## config.mk

```make
export PLATFORM = sky130hd
export DESIGN_NAME = int_nest_ctrl
export DESIGN_NICKNAME = d
export VERILOG_FILES = /design/src/rtl/int_nest_ctrl.sv
export SDC_FILE = /design/constraint.sdc
export NUM_CORES = 1
export LEC_CHECK = 0
export BUFFER_PORTS_ARGS = -buffer_cell sky130_fd_sc_hd__buf_2
export CAP_MARGIN = 20
export CORE_MARGIN = 2
export CORE_UTILIZATION = 50
export DETAILED_ROUTE_END_ITERATION = 12
export GPL_ROUTABILITY_DRIVEN = 0
export PLACE_DENSITY = 0.77
export SYNTH_ARGS = -nofsm -noshare
export SYNTH_HDL_FRONTEND = slang
export SYNTH_SLANG_ARGS = --single-unit
```

## constraint.sdc

```tcl
create_clock -name clk -period 8.8 [get_ports clk]
set_clock_uncertainty 0.2 [all_clocks]
set_input_delay 0.88 -clock clk [delete_from_list [all_inputs] [get_ports clk]]
set_output_delay 0.88 -clock clk [all_outputs]
set_load 0.005 [all_outputs]
```

## src/rtl/int_nest_ctrl.sv

```systemverilog
// rtl/int_nest_ctrl.sv - nesting, programmable-priority interrupt controller with vectored req/ack
module int_nest_ctrl #(
    parameter int          NSRC       = 4,
    parameter int          DEPTH      = 4,
    parameter logic [31:0] VEC_BASE   = 32'h0000_0009,
    parameter logic [31:0] VEC_STRIDE = 32'h0000_0033,
    localparam int         IDW        = (NSRC > 1) ? $clog2(NSRC) : 1,
    localparam int         LW         = $clog2(DEPTH + 1)
) (
    input  logic              clk,
    input  logic              CLR_n,
    input  logic              en,
    input  logic [NSRC-1:0]   irq,
    input  logic              int_ack,
    input  logic              eret,
    input  logic              cfg_we,
    input  logic [1:0]        cfg_addr,
    input  logic [31:0]       cfg_wdata,
    output logic [31:0]       cfg_rdata,
    output logic              int_req,
    output logic [31:0]       int_vec,
    output logic [IDW-1:0]    cur_id,
    output logic              cur_valid,
    output logic [LW-1:0]     nest_level,
    output logic [NSRC-1:0]   pending
);
    localparam int SW = (DEPTH > 1) ? $clog2(DEPTH) : 1;

    typedef enum logic {S_IDLE, S_REQ} state_t;

    state_t              r_state;
    logic [NSRC-1:0]     r_s1, r_s2, r_s3;
    logic [NSRC-1:0]     r_pend;
    logic [NSRC-1:0]     r_mask;
    logic [2*NSRC-1:0]   r_prio;
    logic                r_ie;
    logic [IDW-1:0]      r_stk_id  [DEPTH];
    logic [1:0]          r_stk_pri [DEPTH];
    logic [LW-1:0]       r_lvl;
    logic                r_req;
    logic [31:0]         r_vec;
    logic [IDW-1:0]      r_id;

    logic [NSRC-1:0]     w_cand, w_edge, w_clr;
    logic                w_found, w_empty, w_elig, w_ack, w_pop;
    logic [IDW-1:0]      w_win, w_top_id;
    logic [1:0]          w_win_pri, w_top_pri, w_push_pri;
    logic [SW-1:0]       w_top_idx;
    logic                w_unused;

    assign w_unused = ^cfg_wdata[31:2*NSRC];

    // Lowest PRIO value wins; strict compare keeps the lowest index on ties.
    always_comb begin
        w_cand    = r_pend & r_mask;
        w_found   = 1'b0;
        w_win     = '0;
        w_win_pri = 2'd3;
        for (int i = 0; i < NSRC; i++) begin
            if (w_cand[i] && (!w_found || r_prio[2*i +: 2] < w_win_pri)) begin
                w_found   = 1'b1;
                w_win     = IDW'(i);
                w_win_pri = r_prio[2*i +: 2];
            end
        end
    end

    assign w_empty    = (r_lvl == '0);
    assign w_top_idx  = SW'(r_lvl - LW'(1));
    assign w_top_id   = w_empty ? '0 : r_stk_id[w_top_idx];
    assign w_top_pri  = w_empty ? 2'd0 : r_stk_pri[w_top_idx];
    assign w_push_pri = r_prio[2*r_id +: 2];
    assign w_edge     = r_s2 & ~r_s3;
    assign w_ack      = en && (r_state == S_REQ) && int_ack;
    assign w_pop      = en && eret && !w_empty;
    assign w_elig     = r_ie && w_found && (r_lvl < LW'(DEPTH))
                        && (w_empty || (w_win_pri < w_top_pri));

    always_comb begin
        w_clr = '0;
        if (w_ack) w_clr[r_id] = 1'b1;
    end

    always_ff @(posedge clk) begin
        if (!CLR_n) begin
            r_state <= S_IDLE;
            r_s1    <= '0;
            r_s2    <= '0;
            r_s3    <= '0;
            r_pend  <= '0;
            r_mask  <= '0;
            r_prio  <= '0;
            r_ie    <= 1'b0;
            r_lvl   <= '0;
            r_req   <= 1'b0;
            r_vec   <= '0;
            r_id    <= '0;
            for (int i = 0; i < DEPTH; i++) begin
                r_stk_id[i]  <= '0;
                r_stk_pri[i] <= '0;
            end
        end else begin
            r_s1 <= irq;
            r_s2 <= r_s1;
            r_s3 <= r_s2;
            // A fresh edge wins over the clear-on-ack of the same bit.
            r_pend <= (r_pend & ~w_clr) | w_edge;

            if (en) begin
                if (cfg_we) begin
                    case (cfg_addr)
                        2'd0:    r_mask <= cfg_wdata[NSRC-1:0];
                        2'd1:    r_prio <= cfg_wdata[2*NSRC-1:0];
                        default: ;
                    endcase
                end

                if (w_ack)
                    r_ie <= 1'b0;
                else if (w_pop)
                    r_ie <= 1'b1;
                else if (cfg_we && cfg_addr == 2'd2)
                    r_ie <= cfg_wdata[0];

                // Pop-then-push reuses the old top slot, leaving the level unchanged.
                if (w_ack && w_pop) begin
                    r_stk_id[w_top_idx]  <= r_id;
                    r_stk_pri[w_top_idx] <= w_push_pri;
                end else if (w_ack) begin
                    r_stk_id[SW'(r_lvl)]  <= r_id;
                    r_stk_pri[SW'(r_lvl)] <= w_push_pri;
                    r_lvl                 <= r_lvl + LW'(1);
                end else if (w_pop) begin
                    r_lvl <= r_lvl - LW'(1);
                end

                case (r_state)
                    S_IDLE: begin
                        if (w_elig) begin
                            r_id    <= w_win;
                            r_vec   <= VEC_BASE + 32'(w_win) * VEC_STRIDE;
                            r_req   <= 1'b1;
                            r_state <= S_REQ;
                        end
                    end
                    S_REQ: begin
                        if (int_ack) begin
                            r_req   <= 1'b0;
                            r_state <= S_IDLE;
                        end
                    end
                    default: r_state <= S_IDLE;
                endcase
            end
        end
    end

    always_comb begin
        cfg_rdata = '0;
        case (cfg_addr)
            2'd0:    cfg_rdata[NSRC-1:0]   = r_mask;
            2'd1:    cfg_rdata[2*NSRC-1:0] = r_prio;
            2'd2:    cfg_rdata[0]          = r_ie;
            default: begin
                cfg_rdata[8 +: LW]     = r_lvl;
                cfg_rdata[NSRC-1:0]    = r_pend;
            end
        endcase
    end

    assign int_req    = r_req;
    assign int_vec    = r_vec;
    assign cur_id     = w_top_id;
    assign cur_valid  = !w_empty;
    assign nest_level = r_lvl;
    assign pending    = r_pend;
endmodule

```

==> impl_metrics.env <==
export IMPL_area_delta_synth_final_pct=7.90
export IMPL_max_freq_ghz=0.158
export IMPL_h_tree_depth=3
export IMPL_leakage_nw=1.63
export IMPL_yosysUniqueCellTypes=63
export IMPL_start_util=0.523
export IMPL_grt_pass1_vias=2559
export IMPL_antenna_found_initial=0
export IMPL_grt_overflow=0
export IMPL_die_area_um2=7880
export IMPL_cts_sinks=60
export IMPL_crit_arrival_ns=6.35
export IMPL_avgSynthCellArea_um2=9.29
export IMPL_critical_path_class="reg2reg"
export IMPL_required_ns=8.82
export IMPL_numPortBuffers=49
export IMPL_path_common_cell="ha_1"
export IMPL_final_max_slew_viol_count=0
export IMPL_period_needed_ns=6.33
export IMPL_clk_latency_ns=0.34
export IMPL_pin_count=119
export IMPL_core_area_um2=6870
export IMPL_p_per_area_nw_per_um2=147
export IMPL_finalSetupViolations=0
export IMPL_ys_seq_area_frac=0.379
export IMPL_yosysWarnings=0
export IMPL_grt_pass1_wl_mm=12.4
export IMPL_crit_path_end_kind="register"
export IMPL_hpwl_mm=5.64
export IMPL_synth_area_um2=3590
export IMPL_synth_main_ff_cell="dfxtp_1"
export IMPL_routed_wl_mm=7.68
export IMPL_cts_path_max_buffers=2
export IMPL_die_w_um=88.8
export IMPL_drive_gt1_frac=0.198
export IMPL_rsz0062_at_grt="no"
export IMPL_drt_vias_per_instance=5.36
export IMPL_worst_slack_ns=2.47
export IMPL_mostFrequentLayoutCells="49 x buf_2, 48 x nand2_1, 45 x conb_1, 44 x dfxtp_1, 28 x nor2_1"
export IMPL_layout_commonest_cell="buf_2"
export IMPL_grt_max_degree=32
export IMPL_status="complete, no violations"
export IMPL_synth_edf_count=16
export IMPL_diodes=0
export IMPL_worstMarginPinSlew_ns=0.996
export IMPL_die_height_um=88.8
export IMPL_cts_hold_buffers=0
export IMPL_async_flop_share=0
export IMPL_via_count=2820
export IMPL_crit_chain="nand2_1 -> nor2_1 -> ha_1 -> a21o_1 -> a311oi_1 -> or2_2 -> ha_1 -> nor2_1 -> nor2_1 -> a21oi_1 -> o31ai_1 -> inv_1 -> ha_1 -> a21oi_1 -> o21ba_4 -> o21ai_2 -> mux2_2 -> ha_1 -> or2_1 -> a31o_1 -> a221oi_2 -> a31oi_1 -> a311oi_1"
export IMPL_finalCritPeriodShare=0.719
export IMPL_hold_slack_ns=0.233
export IMPL_path_max_fanout=11
export IMPL_track_usage=0.208
export IMPL_dpl_worst_slack_ns=2.56
export IMPL_cts_resized=0
export IMPL_wire_per_inst_um=14.6
export IMPL_relSlewSlack=0.335
export IMPL_hold_viol=0
export IMPL_cts_tree="done"
export IMPL_peakVddDrop_v=0.0000966
export IMPL_cap_violations=0
export IMPL_ys_seq_elements=60
export IMPL_cts_buffers=9
export IMPL_max_stage_delay_ns=0.75
export IMPL_cts_root_buf="clkbuf_8"
export IMPL_slowest_stage="a221oi_2"
export IMPL_rows=30
export IMPL_syn_instance_count=387
export IMPL_clk_pin_slew_worst_paths_ns=0.06
export IMPL_start_kind="register"
export IMPL_nets=485
export IMPL_drt_pass1_iterations=7
export IMPL_antenna_left=0
export IMPL_total_power_w=0.000572
export IMPL_cts_setup_buffers=0
export IMPL_setup_tns_ns=0
export IMPL_drc=0
export IMPL_hp_class="reg2reg"
export IMPL_drt_iter0_drc=184
final timing paths:
kind | startpoint | endpoint | slack [ns] | cells after the start
min | r_s1[2] | r_s2[2] | 0.23 | 1
max reg2reg | pending[0] | int_vec[1] | 2.47 | 23
max | pending[0] | int_vec[1] | 2.47 | 23
min reg2reg | r_s1[2] | r_s2[2] | 0.23 | 1
layer usage:
metal | up-vias | routed length, um | GRT usage
met3 | 10 | 492 | 0.0532
met4 | 0 | 105 | 0.0799
li1 | 1350 | - | -
met2 | 104 | 3800 | 0.343
met1 | 1356 | 3290 | 0.263
met5 | - | 0 | 0
cell families after synthesis:
group	count (synthesis)	share of synthesized area
AO/OA/AOI/OAI	73	0.154
XOR/XNOR	3	0.00731
adder cells (fa/ha/maj)	15	0.0522
buffers and inverters	78	0.136
flip-flops	60	0.379
multiplexers	17	0.0724
other	1	0.00104
AND/OR/NAND/NOR	140	0.199
state kept, by name, indices dropped and copies added (netlist names):
name and count:
int_req 1, int_vec 8, nest_level 3, pending 4, r_id 2, r_ie 1, r_mask 4, r_prio 8
r_s1 4, r_s2 4, r_s3 4, r_state 1, r_stk_id 8, r_stk_pri 8
final cells by class:
cell class	count	area, um2
fillers	644	2990
repair buffers	49	245
clock buffers	11	141
multi-input cells	293	1910
well taps	96	120
clock inverters	4	51.3
inverters	13	48.8
flip-flops and latches	60	1360
critical path, delay by kind of cell, from the launching register on:
| family | cells | cell delay, ns |
|---|---|---|
| DFF | 1 | 0.56 |
| adders and majority gates | 4 | 1.07 |
| AOI/OAI and AO/OA | 11 | 3.00 |
| muxes | 1 | 0.39 |
| buffers and inverters | 1 | 0.08 |
| and+or+nand+nor | 6 | 0.89 |
per-stage QoR:
| stage | area [um2] | utilization | cells |
|---|---|---|---|
| 2_1_floorplan | 3760 | - | 431 |
| 3_3_place_gp | 3690 | 0.537 | 511 |
| 3_5_place_dp | 3690 | 0.537 | 511 |
| 4_1_cts | 3880 | 0.565 | 526 |
| 5_1_grt | 3880 | 0.565 | 526 |
| 6_report | 3880 | 0.565 | 526 |
power by group:
group	total, W	switching, W	internal, W
Sequential	0.000295	0.00000537	0.000290
Clock	0.000245	0.000108	0.000137
Combinational	0.0000320	0.0000208	0.0000112
Total	0.000572	0.000134	0.000438
Yosys cell counts (all sizes together) (2+ instances only):
master / n / area [um2]
a211oi: 2 / 15.0
a21oi: 25 / 129
a311oi: 4 / 35.0
a31oi: 6 / 52.6
and2: 22 / 138
and3: 6 / 37.5
buf: 54 / 397
clkbuf: 11 / 42.5
dfxtp: 44 / 881
edfxtp: 16 / 480
ha: 15 / 188
inv: 13 / 48.8
mux2: 2 / 22.5
mux2i: 8 / 80.1
mux4: 7 / 158
nand2: 48 / 180
nand2b: 5 / 31.3
nand3: 11 / 55.1
nand3b: 3 / 22.5
nand4: 4 / 25.0
nor2: 28 / 105
nor2b: 4 / 25.0
nor3: 2 / 15.0
o21ai: 10 / 53.8
o221ai: 2 / 17.5
o31ai: 6 / 45.0
or2: 2 / 12.5
xnor2: 2 / 17.5
Power figures use the tool's default switching activity.
